==> src/rtl/lifo_port_arbiter.sv <==
// lifo_port_arbiter
// Two-port round-robin arbiter and sequencer in front of a single LIFO.
// Each requester issues a push or a pop. The winner is latched and the LIFO
// strobes are driven. The requester then gets ACK (with pop data on DOUT) or
// NACK when its push meets a full LIFO or its pop meets an empty one.
// Optional feature: define LIFO_ARB_STATS_EN to build the per-requester ACK
// counters on GNT_CNT. Without it GNT_CNT is tied to zero.

module lifo_port_arbiter #(
   parameter int DATA_WIDTH = 8
) (
   input  logic                      Clk,
   input  logic                      Rst,
   input  logic [1:0]                REQ,
   input  logic [1:0]                OP,
   input  logic [2*DATA_WIDTH-1:0]   DIN,
   output logic [1:0]                ACK,
   output logic [1:0]                NACK,
   output logic [DATA_WIDTH-1:0]     DOUT,
   output logic                      BUSY,
   output logic                      L_PUSH,
   output logic                      L_POP,
   output logic [DATA_WIDTH-1:0]     L_DIN,
   input  logic [DATA_WIDTH-1:0]     L_DOUT,
   input  logic                      L_EMPTY,
   input  logic                      L_FULL,
   output logic [31:0]               GNT_CNT
);

   typedef enum logic [1:0] {
      S_IDLE,
      S_ISSUE,
      S_WAIT,
      S_DONE
   } state_t;

   state_t                 r_state;
   logic                   r_ptr;
   logic                   r_winner;
   logic                   r_op;
   logic                   r_reject;
   logic                   r_busy;
   logic                   r_push;
   logic                   r_pop;
   logic [1:0]             r_ack;
   logic [1:0]             r_nack;
   logic [DATA_WIDTH-1:0]  r_dout;
   logic [DATA_WIDTH-1:0]  r_ldin;

   logic                   w_winner;
   logic                   w_op;
   logic                   w_reject;
   logic [DATA_WIDTH-1:0]  w_din;

   // Choose the requester to serve. The pointer only matters when both ask,
   // and the winner's operation, data and LIFO feasibility are derived here.
   always_comb begin
      w_winner = 1'b0;
      if (REQ == 2'b11) begin
         w_winner = r_ptr;
      end else if (REQ[1]) begin
         w_winner = 1'b1;
      end
      w_op     = OP[w_winner];
      w_din    = w_winner ? DIN[2*DATA_WIDTH-1:DATA_WIDTH] : DIN[DATA_WIDTH-1:0];
      w_reject = w_op ? L_EMPTY : L_FULL;
   end

   // Transaction sequencer. This block is the only master of the LIFO, so its
   // flags cannot move between the IDLE sampling cycle and the ISSUE cycle.
   // That lets the strobe and the reject decision be made at the IDLE edge,
   // so L_PUSH/L_POP are registers that are high exactly in the ISSUE cycle.
   always_ff @(posedge Clk or posedge Rst) begin
      if (Rst) begin
         r_state  <= S_IDLE;
         r_ptr    <= 1'b0;
         r_winner <= 1'b0;
         r_op     <= 1'b0;
         r_reject <= 1'b0;
         r_busy   <= 1'b0;
         r_push   <= 1'b0;
         r_pop    <= 1'b0;
         r_ack    <= 2'b00;
         r_nack   <= 2'b00;
         r_dout   <= '0;
         r_ldin   <= '0;
      end else begin
         r_push <= 1'b0;
         r_pop  <= 1'b0;
         r_ack  <= 2'b00;
         r_nack <= 2'b00;
         case (r_state)
            S_IDLE: begin
               if (|REQ) begin
                  r_winner <= w_winner;
                  r_op     <= w_op;
                  r_ldin   <= w_din;
                  r_reject <= w_reject;
                  r_push   <= ~w_op & ~w_reject;
                  r_pop    <= w_op & ~w_reject;
                  r_busy   <= 1'b1;
                  r_state  <= S_ISSUE;
               end
            end
            S_ISSUE: begin
               if (r_reject) begin
                  r_nack[r_winner] <= 1'b1;
                  r_state          <= S_DONE;
               end else if (r_op) begin
                  r_state <= S_WAIT;
               end else begin
                  r_ack[r_winner] <= 1'b1;
                  r_state         <= S_DONE;
               end
            end
            S_WAIT: begin
               r_dout          <= L_DOUT;
               r_ack[r_winner] <= 1'b1;
               r_state         <= S_DONE;
            end
            S_DONE: begin
               r_ptr   <= ~r_winner;
               r_busy  <= 1'b0;
               r_state <= S_IDLE;
            end
            default: begin
               r_busy  <= 1'b0;
               r_state <= S_IDLE;
            end
         endcase
      end
   end

   assign ACK    = r_ack;
   assign NACK   = r_nack;
   assign DOUT   = r_dout;
   assign BUSY   = r_busy;
   assign L_PUSH = r_push;
   assign L_POP  = r_pop;
   assign L_DIN  = r_ldin;

`ifdef LIFO_ARB_STATS_EN
   logic [15:0] r_gntCnt0;
   logic [15:0] r_gntCnt1;

   // Saturating per-requester ACK counters. They advance on the ACK pulse
   // itself, so rejected transactions never count.
   always_ff @(posedge Clk or posedge Rst) begin
      if (Rst) begin
         r_gntCnt0 <= 16'd0;
         r_gntCnt1 <= 16'd0;
      end else begin
         if (r_ack[0] && (r_gntCnt0 != 16'hFFFF)) begin
            r_gntCnt0 <= r_gntCnt0 + 16'd1;
         end
         if (r_ack[1] && (r_gntCnt1 != 16'hFFFF)) begin
            r_gntCnt1 <= r_gntCnt1 + 16'd1;
         end
      end
   end

   assign GNT_CNT = {r_gntCnt1, r_gntCnt0};
`else
   assign GNT_CNT = 32'd0;
`endif

endmodule
==> config.mk <==
export PLATFORM = sky130hd
export DESIGN_NAME = lifo_port_arbiter
export DESIGN_NICKNAME = d
export VERILOG_FILES = /design/src/rtl/lifo_port_arbiter.sv
export SDC_FILE = /design/constraint.sdc
export NUM_CORES = 1
export LEC_CHECK = 0
export ABC_AREA = 1
export CORE_AREA = 2 2 66 68
export CTS_BUF_LIST = sky130_fd_sc_hd__clkbuf_4
export DETAILED_ROUTE_END_ITERATION = 8
export DIE_AREA = 0 0 68 70
export PLACE_DENSITY = 0.89
export SLEW_MARGIN = 20
export SYNTH_ARGS = -nofsm -noshare
export SYNTH_HDL_FRONTEND = slang
export SYNTH_SLANG_ARGS = --single-unit
==> constraint.sdc <==
create_clock -name Clk -period 1.5 [get_ports Clk]
set_input_delay 0.15 -clock Clk [delete_from_list [all_inputs] [get_ports Clk]]
set_output_delay 0.15 -clock Clk [all_outputs]
set_load 0.005 [all_outputs]
==> metrics.md <==
| Metric | Value |
|---|---|
| Leak | `around 1.0 nW` |
| Status | `finished, final reports clean` |
| Critical Path Sink | `L_DIN[5]` |
| Largest net degree at the start of global routing | `30` |
| Worst Setup End Kind | `flip-flop` |
| DR WL met3 | `around 280 µm` |
| Drt pass-1 iters | `4` |
| 1st-iter DRT viols | `43` |
| Worst path max stage delay | `~0.43 ns` |
| Peak Freq | `approximately 690 MHz` |
| Die Ht | `around 70 µm` |
| Slowest-stage cell, CP | `dfrtp_1` |
| Tightest Hold Check Type | `in2async` |
| Mean cell area of the mapped netlist | `roughly 8.8 µm²` |
| Most used cell, CP | `inv_2` |
| Initial Util | `approximately 37%` |
| DRT Wirelength | `~3.4 mm` |
| Commonest non-fill, non-tap cell in the layout | `clkdlybuf4s50_1` |
| M1 WL | `1.39 mm` |
| Clock sinks | `29` |
| Core ar. | `4140 µm²` |
| Setup CP Type | `reg2reg` |
| Fill cells | `between 400 and 500` |
| Crit-path leading delay family | `flip-flops` |
| TritonCTS clock tree | `built` |
| Yosys cell types | `20` |
| Routed Antenna Nets | `0` |
| Most frequent cells in the layout | `54 x clkdlybuf4s50_1, 45 x nand2_1, 32 x conb_1` |
| Die ar. | `approximately 4800 µm²` |
| FF-to-FF path depth | `8` |
| Die Width | `68 µm` |
| Root Buffer | `clkbuf_4` |
| Layout area overhead | `43.8%` |
| Worst Path Required | `between 1.5 and 2 ns` |
| CP bufs+invs | `4` |
| CP Launch Type | `flip-flop` |
| Via count | `~1300` |
| Worst-path cell chain | `inv_2 > ha_4 > inv_2 > nor2_4 > buf_12 > clkinv_4 > a21oi_1 > a21oi_2` |
| Yosys warns | `0` |
| Slew Viols, Final | `0` |
| Top Layer Used | `met4` |
| Sequential area share after synthesis | `between 40% and 50%` |
| CTS H-Tree Depth | `2` |
| Peak supply drop | `0.000656 V` |
| Reg clk slew, reported paths | `roughly 0.09 ns` |
| Min Hold Slack | `about 0.19 ns` |
| Max clock buf depth | `2` |
| FF/Latch Area | `around 730 µm²` |
| All-layer global routing usage | `14.3%` |
| Multi-input logic area | `641 µm²` |
| Fin crit period | `about 1.4 ns` |
| Final Cycle Share | `between 90% and 100%` |
| Gpl congestion | `around 0.81` |
| Rows | `24` |
| Crit path depth | `8` |
| Flop2flop setup slack | `0.05 ns` |
| Critical R2R Launch | `r_state[1]` |
| Total power | `about 3.7 mW` |
| Data arrival, critical path | `1.67 ns` |
| DR WL met2 | `1.67 mm` |
| WL per Instance | `~11 µm` |
| Via/cell ratio | `approximately 4.2` |
| Worst setup path start | `r_state[1]` |
| Final hold vios | `0` |
| Power density over the cells | `between 1500 and 2000 nW/µm²` |
| CTS Buf Count | `5` |
| Initial antenna violation count | `0` |
| Port bufs | `54` |
| Dpl hpwl | `around 2.4 mm` |
| Diode count | `0` |
| Post-Synthesis Cells | `about 180` |
| Final Skew | `0.00981 ns` |
| First-pass GRT wire length | `5.06 mm` |
| Final setup violation count | `0` |
| Share of cells above drive strength 1 | `16.7%` |
| Post-Syn Area | `about 1500 µm²` |
| Number of nets in the layout | `280` |
| Grt total ovfl | `0` |
| Reg-to-Reg End | `L_DIN[5]` |
| Number of global-route vias before repair | `around 1200` |
| # DRC | `0` |
| Later-pin clock latency in the skew report | `roughly 0.33 ns` |
| Io pins | `87` |
| Peak fanout along the critical path | `5` |
| FF+latch count, synth | `29` |
| Max Cap Viol | `0` |
synth_stat cells, drive strengths merged:
cell,instances,area (µm²)
nand4,2,12.5
ha,4,50.1
nand3,6,35.0
o21ai,7,35.0
nor2,16,72.6
a21oi,16,106
conb,1,3.75
clkinv,1,3.75
inv,12,45.1
a22o,1,8.76
dfrtp,29,726
buf,35,264
nand2,45,169
timing repair:
item                       CTS  global route
setup endpoints to repair    0            10
setup buffers                0             6
resized for setup            0            15
hold buffers                 0             0
flip-flops by register name, summed over array words and instances (netlist names):
name,count
r_op,1
r_reject,1
r_ptr,1
NACK,2
L_PUSH,1
BUSY,1
ACK,2
r_winner,1
L_POP,1
r_state,2
DOUT,8
L_DIN,8
metal layers:
metal | GRT usage [%] | up-vias
li1 | - | 625
met1 | 17.1 | 563
met4 | 5.33 | 0
met5 | 0 | -
met2 | 23.0 | 62
met3 | 5.31 | 6
area by class of cell:
cell class	count	share of cell area, %
Clock buffer	5	1.70
Multi-Input combinational cell	129	29.1
Tap cell	52	2.95
Inverter	13	2.44
Sequential cell	29	33.0
Clock inverter	3	0.568
Timing Repair Buffer	65	30.0
Timing Repair inverter	1	0.227
power by group:
group          leakage (nW)  total (mW)  internal, mW  switching (mW)
combinational         0.662        1.98          1.08           0.899
clock                0.0300       0.429         0.169           0.260
sequential            0.353        1.32          1.13           0.188
total                  1.05        3.73          2.39            1.35
cell families (layout without fill, tap and decap cells):
| logic type | count (synthesis) | after routing | synth area share (%) |
|---|---|---|---|
| other | 1 | 32 | 0.245 |
| DFF | 29 | 29 | 47.4 |
| adders and majority gates | 4 | 4 | 3.27 |
| buffers and inverters | 48 | 87 | 20.4 |
| AOI/OAI and AO/OA | 24 | 24 | 9.80 |
| and+or+nand+nor | 69 | 69 | 18.9 |
tightest hold or removal path: stages:
cell and delay [ns]:
clkdlybuf4s50_1 0.40, inv_1 0.05, buf_4 0.33
worst min path at each step:
stage                         from       end  slack (ns)  cells after the start
after floorplan             L_FULL    L_PUSH        0.21                      1
after global placement    r_winner    ACK[0]        0.45                      1
after detailed placement   DOUT[5]   DOUT[5]        0.46                      2
after CTS                      Rst  L_DIN[3]        0.19                      3
after global routing           Rst   DOUT[6]        0.23                      3
final                          Rst  L_DIN[0]        0.19                      3
through the flow:
step | setup TNS, ns | setup slack [ns] | util, % | instance area (µm²) | std cells
floorplan | 0 | 0.186 | - | 1650 | 206
global placement | 0 | 0.0615 | 48.7 | 2020 | 281
detailed placement | 0 | 0.0125 | 48.7 | 2020 | 281
CTS | 0 | 0.00300 | 49.9 | 2070 | 289
global route | -0.0808 | -0.0223 | 53.1 | 2200 | 297
finish | 0 | 0.0503 | 53.1 | 2200 | 297
Note: power is estimated with default switching activity, not from simulation.
